## src/rtl/pipe_ctrl_pkg.sv

```systemverilog
// Shared types and constants for the pipeline hazard controller.
package pipe_ctrl_pkg;

    localparam int unsigned REG_ADDR_W      = 4;
    localparam int unsigned MEM_TIMEOUT_DEF = 64;

    typedef enum logic {
        RUN      = 1'b0,
        MEM_WAIT = 1'b1
    } pipe_state_e;

    // Wait counter must be able to hold the timeout value itself.
    function automatic int unsigned wait_cnt_w(input int unsigned timeout);
        return $clog2(timeout + 1);
    endfunction

endpackage

```

## src/rtl/pipeline_hazard_ctrl_sat_counter.sv

```systemverilog
// Saturating up-counter with enable; holds at all-ones instead of wrapping.
module sat_counter #(
    parameter int unsigned WIDTH = 16
) (
    input  logic             clk_i,
    input  logic             rst_ni,
    input  logic             en_i,
    output logic [WIDTH-1:0] cnt_o
);

    logic [WIDTH-1:0] cnt_q;
    logic [WIDTH-1:0] cnt_d;

    always_comb begin
        cnt_d = cnt_q;
        if (en_i && (cnt_q != '1)) begin
            cnt_d = cnt_q + 1'b1;
        end
    end

    always_ff @(posedge clk_i or negedge rst_ni) begin
        if (!rst_ni) begin
            cnt_q <= '0;
        end else begin
            cnt_q <= cnt_d;
        end
    end

    assign cnt_o = cnt_q;

endmodule

```

## src/rtl/pipeline_hazard_ctrl.sv

```systemverilog
// Stage-register control (freeze/hazard/flush/mem_freeze) with memory-wait timeout and stall statistics.
// Define PIPE_FORWARDING_EN to restrict RAW stalls to the EXE load-use case.
module pipeline_hazard_ctrl
    import pipe_ctrl_pkg::*;
#(
    parameter int unsigned MEM_TIMEOUT = MEM_TIMEOUT_DEF,
    parameter int unsigned CNT_W       = 16
) (
    input  logic                  clk,
    input  logic                  rst,
    input  logic [REG_ADDR_W-1:0] src1,
    input  logic [REG_ADDR_W-1:0] src2,
    input  logic                  two_src,
    input  logic [REG_ADDR_W-1:0] exe_dest,
    input  logic                  exe_wb_en,
    input  logic                  exe_mem_r_en,
    input  logic [REG_ADDR_W-1:0] mem_dest,
    input  logic                  mem_wb_en,
    input  logic                  branch_taken,
    input  logic                  mem_req,
    input  logic                  mem_ready,
    output logic                  freeze,
    output logic                  hazard,
    output logic                  flush,
    output logic                  mem_freeze,
    output logic                  mem_err,
    output logic [CNT_W-1:0]      stall_cnt,
    output logic [CNT_W-1:0]      flush_cnt
);

    localparam int unsigned WCNT_W = wait_cnt_w(MEM_TIMEOUT);
    localparam logic [WCNT_W-1:0] TIMEOUT_CNT = WCNT_W'(MEM_TIMEOUT);

    pipe_state_e       state_q, state_d;
    logic [WCNT_W-1:0] wait_q, wait_d;
    logic              err_q, err_d;
    logic              mem_freeze_raw;
    logic              hit1, hit2;

    always_comb begin
        state_d        = state_q;
        wait_d         = wait_q;
        err_d          = err_q;
        mem_freeze_raw = 1'b0;
        unique case (state_q)
            RUN: begin
                if (mem_req && !mem_ready) begin
                    mem_freeze_raw = 1'b1;
                    state_d        = MEM_WAIT;
                    wait_d         = WCNT_W'(1);
                end
            end
            MEM_WAIT: begin
                if (mem_ready) begin
                    state_d = RUN;
                    wait_d  = '0;
                end else if (wait_q == TIMEOUT_CNT) begin
                    // Access abandoned: release the pipeline and latch the error.
                    err_d   = 1'b1;
                    state_d = RUN;
                    wait_d  = '0;
                end else begin
                    mem_freeze_raw = 1'b1;
                    wait_d         = wait_q + 1'b1;
                end
            end
            default: begin
                state_d = RUN;
                wait_d  = '0;
            end
        endcase
    end

    always_ff @(posedge clk or negedge rst) begin
        if (!rst) begin
            state_q <= RUN;
            wait_q  <= '0;
            err_q   <= 1'b0;
        end else begin
            state_q <= state_d;
            wait_q  <= wait_d;
            err_q   <= err_d;
        end
    end

`ifdef PIPE_FORWARDING_EN
    logic unused_mem_fwd;
    assign unused_mem_fwd = mem_wb_en ^ (^mem_dest);
    assign hit1 = exe_mem_r_en & exe_wb_en & (exe_dest == src1);
    assign hit2 = two_src & exe_mem_r_en & exe_wb_en & (exe_dest == src2);
`else
    logic unused_exe_mem_r_en;
    assign unused_exe_mem_r_en = exe_mem_r_en;
    assign hit1 = (exe_wb_en & (exe_dest == src1)) | (mem_wb_en & (mem_dest == src1));
    assign hit2 = two_src & ((exe_wb_en & (exe_dest == src2)) | (mem_wb_en & (mem_dest == src2)));
`endif

    // All combinational controls are held low while reset is asserted.
    assign mem_freeze = rst & mem_freeze_raw;
    assign flush      = rst & branch_taken & ~mem_freeze;
    assign hazard     = rst & (hit1 | hit2) & ~flush & ~mem_freeze;
    assign freeze     = hazard;
    assign mem_err    = err_q;

    sat_counter #(.WIDTH(CNT_W)) u_stall_cnt (
        .clk_i  (clk),
        .rst_ni (rst),
        .en_i   (freeze | mem_freeze),
        .cnt_o  (stall_cnt)
    );

    sat_counter #(.WIDTH(CNT_W)) u_flush_cnt (
        .clk_i  (clk),
        .rst_ni (rst),
        .en_i   (flush),
        .cnt_o  (flush_cnt)
    );

endmodule

```

## config.mk

```make
export PLATFORM = sky130hd
export DESIGN_NAME = pipeline_hazard_ctrl
export DESIGN_NICKNAME = d
export VERILOG_FILES = /design/src/rtl/pipe_ctrl_pkg.sv /design/src/rtl/pipeline_hazard_ctrl_sat_counter.sv /design/src/rtl/pipeline_hazard_ctrl.sv
export SDC_FILE = /design/constraint.sdc
export NUM_CORES = 1
export LEC_CHECK = 0
export CAP_MARGIN = 20
export CORE_MARGIN = 1
export CORE_UTILIZATION = 60
export CTS_CLUSTER_DIAMETER = 40
export DETAILED_ROUTE_END_ITERATION = 10
export DONT_BUFFER_PORTS = 1
export PLACE_DENSITY = 0.73
export SETUP_SLACK_MARGIN = 0.05
export SLEW_MARGIN = 5
export SYNTH_ARGS = -nofsm -noshare
export SYNTH_HDL_FRONTEND = slang
export SYNTH_SLANG_ARGS = --single-unit
```

## constraint.sdc

```tcl
create_clock -name clk -period 2.5 [get_ports clk]
set_input_delay 0.25 -clock clk [delete_from_list [all_inputs] [get_ports clk]]
set_output_delay 0.25 -clock clk [all_outputs]
set_load 0.01 [all_outputs]
```

### Yosys cells after proc, flatten, opt, wreduce, memory -nomap -nowiden

Cells that the tools add are included.
Widths: inputs -> output; s select.

* bitwise gates (word level): 19
* equal/unequal tests: 8
* reduce and logical (&&, ||, !) cells: 5
* muxes and demuxes: 8
* add/subtract/negate cells: 3

Operators with widths (number)
* $add 16x1->16 const B: 2
* $ne 16x16->1 const B: 2
* $mux 7: 3
* $eq 4x4->1: 4
* $pmux 7 s2: 1
* $and 1x1->1: 11
* $add 7x1->7 const B: 1
* $eq 7x7->1 const B: 1
* $not 1->1: 4
* $or 1x1->1: 4
* $logic_and 1x1->1: 3
* $mux 1: 3
* $reduce_and 3->1: 1
* $ne 2x2->1 const B: 1
* $pmux 1 s2: 1
* $logic_not 1->1: 1

* word-level logic and storage cells: 48
* register bits: 41
* input port bits: 25

### Depth between registers and ports, before layout

Gate-level depths: netlist of run 1.

* depth in word-level cells: 12
* depth in mapped cells: 9
* gate-level depth less buffers: 8

### Cells and area by module

Synthesis of run 1 repeated with hierarchy kept, for this count alone.

* cells, all modules: 224
* area total of the unflattened synthesis: 2449.8 um^2

Modules (own cells, without submodules)
* sat_counter: times used 2, cells an instance 72, seq. area each 400.4 um^2, area an instance 859.6 um^2
* pipeline_hazard_ctrl: times used 1, cells an instance 80, seq. area each 225.2 um^2, area an instance 730.7 um^2

### Least setup slack after synthesis of run 1

OpenSTA, ideal clock, no wires.

* path kind: register to register
* from: register wait_q[0]
* to: register u_stall_cnt.cnt_q[4], in the netlist u_stall_cnt.cnt_o[4]
* data required time: 2.373 ns
* arrival time: 2.049 ns
* stages on the path, launching flop included: 10
* setup time: 0.127 ns
* clock period less this slack: 2.176 ns
* setup slack: 0.324 ns
* buffers on the path: 1
* cells stage by stage: dfrtp_1 inv_1 ha_1 and3_1 a211o_4 a211o_1 a21oi_2 buf_4 nand4_1 xnor2_1

* word-level cells in the longest chain between the ends: 12

RTL lines
* from (decl): line pipeline_hazard_ctrl.sv:35 `logic [WCNT_W-1:0] wait_q, wait_d;`
* from (signal assigned): line pipeline_hazard_ctrl.sv:81 `wait_q <= wait_d;`
* $eq 7x7->1 (*): line pipeline_hazard_ctrl.sv:57 `end else if (wait_q == TIMEOUT_CNT) begin`
* $mux 1 (*): line pipeline_hazard_ctrl.sv:57
* $mux 1 (*): line pipeline_hazard_ctrl.sv:54 `if (mem_ready) begin`
* $pmux 1 s2 (*): line pipeline_hazard_ctrl.sv:45 `unique case (state_q)`
* $and 1x1->1 (*): line pipeline_hazard_ctrl.sv:99 `assign mem_freeze = rst & mem_freeze_raw;`
* $not 1->1: line pipeline_hazard_ctrl.sv:100, pipeline_hazard_ctrl.sv:101
* $and 1x1->1: line pipeline_hazard_ctrl.sv:100 `assign flush = rst & branch_taken & ~mem_freeze;`
* $not 1->1: line pipeline_hazard_ctrl.sv:101 `assign hazard = rst & (hit1 | hit2) & ~flush & ~mem_freeze;`
* $and 1x1->1 (2 in series): line pipeline_hazard_ctrl.sv:101
* $or 1x1->1 (*): line pipeline_hazard_ctrl.sv:108 `.en_i (freeze | mem_freeze),`
* $logic_and 1x1->1 (*): line pipeline_hazard_ctrl_sat_counter.sv:16 `if (en_i && (cnt_q != '1)) begin`
* to (signal assigned): line pipeline_hazard_ctrl_sat_counter.sv:25 `cnt_q <= cnt_d;`
* to (decl): line pipeline_hazard_ctrl_sat_counter.sv:11 `logic [WIDTH-1:0] cnt_q;`

Mark *: on every way between the ends. The rest lies on a longest branch, timed or not.
A chain may end at the register's enable or synchronous reset.

### Worst setup path after layout of run 1

* from: register wait_q[3]
* to: register u_flush_cnt.cnt_q[11], in the netlist u_flush_cnt.cnt_o[11]

* word-level cells in the longest chain between the ends: 8

RTL lines (line)
* $eq 7x7->1: pipeline_hazard_ctrl.sv:57
* $mux 1: pipeline_hazard_ctrl.sv:57
* $mux 1: pipeline_hazard_ctrl.sv:54
* $pmux 1 s2: pipeline_hazard_ctrl.sv:45
* $and 1x1->1: pipeline_hazard_ctrl.sv:99
* $not 1->1: pipeline_hazard_ctrl.sv:100
* $and 1x1->1: pipeline_hazard_ctrl.sv:100
* $logic_and 1x1->1: pipeline_hazard_ctrl_sat_counter.sv:16
* to (signal assigned): pipeline_hazard_ctrl_sat_counter.sv:25
* to (decl): pipeline_hazard_ctrl_sat_counter.sv:11

No other way between the ends.

==> results of run 1 <==
## worst max-delay path, delay by kind of cell, from the launching register on
family           cells  cell delay (ns)
AND/OR/NAND/NOR      5             1.47
XOR/XNOR             1             0.16
AO/OA/AOI/OAI        1             0.18
flip-flops           1             0.43
## cell type report
class | instances | area, sq um | share of cell area
Tap cell | 46 | 57.56 | 0.02391
Sequential cell | 41 | 1026 | 0.4262
Clock inverter | 1 | 5.005 | 0.002079
Inverter | 10 | 37.54 | 0.01559
Timing Repair Buffer | 5 | 52.55 | 0.02183
Clock buffer | 7 | 96.34 | 0.04002
Multi-Input combinational cell | 162 | 1132 | 0.4704
## power groups by stage
stage	sequential (mW)	combinational [mW]	clock (mW)
floorplan	0.912	0.193	0
global placement	0.936	0.218	0
detailed placement	0.950	0.234	0
CTS	0.936	0.255	0.472
global route	0.957	0.288	0.499
finish	0.935	0.251	0.459
## routing by layer
metal  wire (microns)  GRT usage  vias to the layer above
met5                0          0                        -
met4               40    0.06105                        0
met3              332    0.08942                        7
li1                 -          -                      778
met1             1747     0.2977                      768
met2             2116     0.3992                       65
## synth_stat cells, types with 2 or more instances
cell       n  area [sq um]
nor4_1     6         37.54
nor2_1    12         45.04
ha_1       4         50.05
nor3_1     4         20.02
o31ai_1    2         15.01
a21oi_1    2         10.01
buf_4      2         15.01
nand2_1   13         48.80
mux2_2     3         33.78
and3_1    11         68.82
o21ai_0    7         35.03
xor2_1    22         192.7
nand4_1    9         56.30
nor2b_1    2         12.51
inv_1     10         37.54
dfrtp_1   41          1026
xnor2_1   24         210.2
nand3_1   22         110.1
and4_1     4         35.03
clkbuf_1   2         7.510
nor4_2     2         25.02
## per-stage QoR
step / util / hold slack (ns) / power, mW / cell area, sq um
2_1_floorplan: - / -0.04559 / 1.105 / 2230
3_3_place_gp: 0.6612 / -0.04481 / 1.153 / 2276
3_5_place_dp: 0.6612 / -0.04471 / 1.183 / 2276
4_1_cts: 0.6994 / 0.04897 / 1.663 / 2407
5_1_grt: 0.6994 / 0.04762 / 1.745 / 2407
6_report: 0.6994 / 0.05399 / 1.644 / 2407
## flip-flops by register name, summed over array words and instances (netlist names)
name,flops
wait_q,7
mem_err,1
state_q,1
u_flush_cnt.cnt_o,16
u_stall_cnt.cnt_o,16
## final timing paths
path	to	start	slack [ns]	cells past startpoint
setup / recovery	u_flush_cnt.cnt_o[11]$_DFFE_PN0P_	wait_q[3]$_DFFE_PN0P_	0.18	7
setup reg to reg	u_flush_cnt.cnt_o[11]$_DFFE_PN0P_	wait_q[3]$_DFFE_PN0P_	0.18	7
max in group asynchronous	u_flush_cnt.cnt_o[3]$_DFFE_PN0P_	rst	1.88	2
hold reg to reg	mem_err$_DFFE_PN0P_	mem_err$_DFFE_PN0P_	0.54	1
min in group asynchronous	u_stall_cnt.cnt_o[0]$_DFFE_PN0P_	rst	0.43	2
hold / removal	wait_q[0]$_DFFE_PN0P_	mem_ready	0.05	1
## logic make-up (layout without fill, tap and decap cells)
family,Yosys count,after routing
simple gates,90,90
xor+xnor,46,46
flops,41,41
compound gates,19,19
buf+inv,15,23
fa+ha+maj,4,4
mux,3,3
## cell usage in the layout (no fill, tap or decap), drive strengths merged, types with 7 or more instances in the layout
cell / synthesis / routed
inv: 10 / 10
xor2: 22 / 22
nand3: 23 / 23
dfrtp: 41 / 41
nand4: 9 / 9
clkbuf: 2 / 7
nor4: 9 / 9
nor2: 12 / 12
and3: 11 / 11
o21ai: 7 / 7
xnor2: 24 / 24
nand2: 13 / 13
## timing repair
| item | CTS | global route |
|---|---|---|
| endpoints found under the setup margin | 0 | 0 |
| hold endpoints to repair | 41 | 0 |
| hold buffers | 2 | 0 |
==> run summary, run 1 <==
Status: complete, no violations
Remaining Overflow, GRT: 0
Switching Fraction: 0.3161
Vias per Instance: 5.949
Combinational share of power: 0.153
Pwr dens: 683.0 nW/um^2
CP Launch Type: register
# rows: 21
Final hold violation count: 0
Layout Cells excl Fill: 272
Root buf cell: clkbuf_8
Setup Buffers After CTS: 0
Clk_skew: 0.007531 ns
Final net count: 254
Dpl cells: 262
Slowest cell on crit path: or3_1
Port Buf Inserts: 0
Global-route wire length before repair: 7431 microns
Synth-to-Final Area Change: 7.969%
WL per Instance: 15.58 microns
Final antenna-violating net count: 0
Top FF cell, synth: dfrtp_1
Post-CTS resize count: 0
Syn_nets: 247
Fin crit period: 2.317 ns
CTS HTree Levels: 2
Synth Area in Compound Gates: 0.05948
Vias post-DR: 1618
1st-iter DRT viols: 108
Leak: 1.093 nW
IO Pins: 62
WP data arrival: 2.53 ns
Post-Synth XOR/XNOR Area: 0.1807
Initial antenna violation count: 0
Dpl ws: 0.1881 ns
Reg clk slew, reported paths: 0.08 ns
Fin Setup TNS: 0 ns
RSZ-0062 raised after global routing: false
Layout cells sized above 1: 0.09292
Multiplexer share of the synthesized area: 0.01515
Total die area: 3964 sq um
Residual DRC: 0
Post-Syn Area: 2230 sq um
Synth Warn #: 0
Die H: 62.96 microns
Core area: 3442 sq um
Fmax: 431.6 MHz
Period utilisation layout: 0.9268
Clock share of power: 0.279
Post-Syn Instances: 218
TritonCTS clock tree: built
Drt total wl: 4237 microns
Peak supply drop: 537.0 uV
Sw power: 0.5198 mW
Worst-skew pair later-pin latency: 0.29 ns
Syn_area_per_cell: 10.23 sq um
Max-cap violations: 0
Vias in the first global route: 1641
Crit. End Element: register
Worst min-delay path class: in -> reg
Post-synthesis sequential element count: 41
CP required: 2.71 ns
Ant. Diodes: 0
Routability cong.: 0.8421
Post-route setup slack: 0.1831 ns
Adder-cell share of the synthesized area: 0.02245
Crit-path cells: nor4_2 > and3_1 > a211o_4 > nand3_2 > or3_1 > nor4_4 > xor2_1
Slew Viols, Final: 0
Register area share after synthesis: 0.4602
Longest Clk Path Bufs: 2
Pin count of the biggest net entering global routing: 42
# fillers: 253
WS Path Type: reg -> reg
Dpl hpwl: 3127 microns
Max_slew headroom: 0.5413
Seq pwr share: 0.569
Simple-gate share of the synthesized area: 0.2301
Least-Margin Pin Slew: 0.6817 ns
Die extent in x: 62.96 microns
Number of synthesized flops with an enable pin: 0
Final setup fails: 0
Router iterations before antenna repair: 4
Worst Path Max Fanout: 9
Initial core utilization: 0.6478
Cell internal pwr: 1.124 mW
Crit path largest cell delay: 0.54 ns
Largest family of logic cells by synthesized area: simple AND/OR/NAND/NOR gates
Clk sink count: 41
FFs w/ async S/R, synth: 1.000
Synth cell types: 35
GRT Total Usage: 0.2420
Total CTS buffers: 5
Note: power is estimated with default switching activity, not from simulation.
==> run 2, diff against run 1 <==
- HOLD_SLACK_MARGIN: not set -> 0.08
==> run 2 against run 1 <==
Against the previous run: power is 0.11% higher; flip-flop and latch count stayed put; clock power about the same; critical path type unchanged; largest cell class unchanged; sequential share of layout area shrank 0.18 points.
==> run summary, run 2 (synthesis gave the netlist of run 1 again) <==
Most common cell after layout, fill and taps aside: dfrtp_1
Worst min-delay path class: in -> reg
Router iterations before antenna repair: 4 (unchanged)
Final Cell Area: 2417 sq um (+0.42%)
Synth-to-Final Area Change: 8.418%
Port Buf Inserts: 0 (unchanged)
Residual DRC: 0 (unchanged)
Status: complete, no violations
Crit. End Element: register
WL per Instance: 15.50 microns (-0.51%)
Slew Viols, Final: 0 (unchanged)
Setup Buffers After CTS: 0 (unchanged)
Post-route setup slack: 0.1792 ns (-0.003877 ns)
Layout Cells excl Fill: 273 (+0.37%)
Util after Layout: 0.7023 (+0.002908)
Max_slew headroom: 0.5388 (-0.002553)
Longest Clk Path Bufs: 2 (unchanged)
Initial core utilization: 0.6478 (unchanged)
Die extent in x: 62.96 microns (unchanged)
TritonCTS clock tree: built
Vias post-DR: 1606 (-0.74%)
Pwr dens: 680.9 nW/um^2 (-0.31%)
IO Pins: 62 (unchanged)
Leak: 1.097 nW (+0.38%)
Final hold violation count: 0 (unchanged)
Peak supply drop: 536.8 uV (about the same)
Worst Path Max Fanout: 9 (unchanged)
Final antenna-violating net count: 0 (unchanged)
Root buf cell: clkbuf_8
Drt total wl: 4231 microns (-0.14%)
CTS HTree Levels: 2 (unchanged)
Total power draw: 1.646 mW (+0.11%)
Final setup fails: 0 (unchanged)
Worst-skew pair later-pin latency: 0.29 ns (about the same)
Fin Setup TNS: 0 ns (unchanged)
Final net count: 255 (+0.39%)
Global-route wire length before repair: 7452 microns (+0.28%)
Most frequent cells in the layout: dfrtp_1 (41), xnor2_1 (24), xor2_1 (22), nand3_1 (22), nand2_1 (13)
Routability cong.: 0.8421 (unchanged)
Final hold slack: 0.1665 ns (+0.1125 ns)
Pin count of the biggest net entering global routing: 42 (unchanged)
Least-Margin Pin Slew: 0.6855 ns (+0.003794 ns)
Max-cap violations: 0 (unchanged)
CP required: 2.71 ns (about the same)
Fmax: 430.9 MHz (-0.17%)
WS Path Type: reg -> reg
Core area: 3442 sq um (unchanged)
Initial antenna violation count: 0 (unchanged)
GRT Total Usage: 0.2428 (+0.0007871)
Dpl ws: 0.1881 ns (unchanged)
Layout cells sized above 1: 0.09251 (-0.0004093)
1st-iter DRT viols: 97 (-10%)
RSZ-0062 raised after global routing: false
CP Launch Type: register
Total CTS buffers: 5 (unchanged)
Post-placement cell area: 2276 sq um (unchanged)
Die H: 62.96 microns (unchanged)
Dpl cells: 262 (unchanged)
WP data arrival: 2.53 ns (about the same)
Period utilisation layout: 0.9283 (+0.001551)
# rows: 21 (unchanged)
Fin crit period: 2.321 ns (+0.003877 ns)
Clk_skew: 0.008140 ns (+0.0006088 ns)
Clk sink count: 41 (unchanged)
Reg clk slew, reported paths: 0.08 ns (about the same)
Vias per Instance: 5.883 (-1.1%)
Vias in the first global route: 1654 (+0.79%)
Ant. Diodes: 0 (unchanged)
Dpl hpwl: 3127 microns (unchanged)
Remaining Overflow, GRT: 0 (unchanged)
Total die area: 3964 sq um (unchanged)
-- run 2: cell count changes in the layout (fill, tap and decap cells not counted) --
cell and change:
dlygate4sd3_1 +1
-- run 2: final timing paths --
kind | to | slack [ns] | start | cells past startpoint
worst max-delay path | u_flush_cnt.cnt_o[11]$_DFFE_PN0P_ | 0.18 | wait_q[3]$_DFFE_PN0P_ | 7
worst min-delay path | state_q$_DFF_PN0_ | 0.17 | mem_ready | 2
worst max register to register | u_flush_cnt.cnt_o[11]$_DFFE_PN0P_ | 0.18 | wait_q[3]$_DFFE_PN0P_ | 7
worst min register to register | mem_err$_DFFE_PN0P_ | 0.54 | mem_err$_DFFE_PN0P_ | 1
max in group asynchronous | u_flush_cnt.cnt_o[3]$_DFFE_PN0P_ | 1.88 | rst | 2
min in group asynchronous | u_stall_cnt.cnt_o[0]$_DFFE_PN0P_ | 0.43 | rst | 2
-- run 2: final cells by class --
class	count	area [sq um]
Clock buffer	7	96.34
Clock inverter	1	5.005
Fill cell	252	1025
Inverter	10	37.54
Multi-Input combinational cell	162	1132
Sequential cell	41	1026
Tap cell	46	57.56
Timing Repair Buffer	6	62.56
-- run 2: per-layer routing --
metal	GRT usage	share of wire	wire [microns]
met1	0.2965	0.42	1763
met2	0.4005	0.50	2121
met3	0.08942	0.074	314
met4	0.06686	0.0076	32
met5	0	0	0
-- run 2: power by group --
group / internal (mW) / leakage, nW / switching, mW
logic: 0.123 / 0.504 / 0.130
clock network: 0.249 / 0.0542 / 0.210
registers: 0.754 / 0.539 / 0.181
total: 1.13 / 1.10 / 0.520
-- run 2: critical path, cell delays in order (launching register included) --
cell     delay (ns)
dfrtp_1        0.43
nor4_2         0.33
and3_1         0.24
a211o_4        0.18
nand3_2        0.10
or3_1          0.54
nor4_4         0.27
xor2_1         0.16
-- run 2: what timing repair did --
| item | in CTS | in global routing |
|---|---|---|
| hold buffers | 3 | 0 |
| gates resized for setup | 0 | 0 |
| hold endpoints to repair | 42 | 0 |
| endpoints found under the setup margin | 0 | 0 |
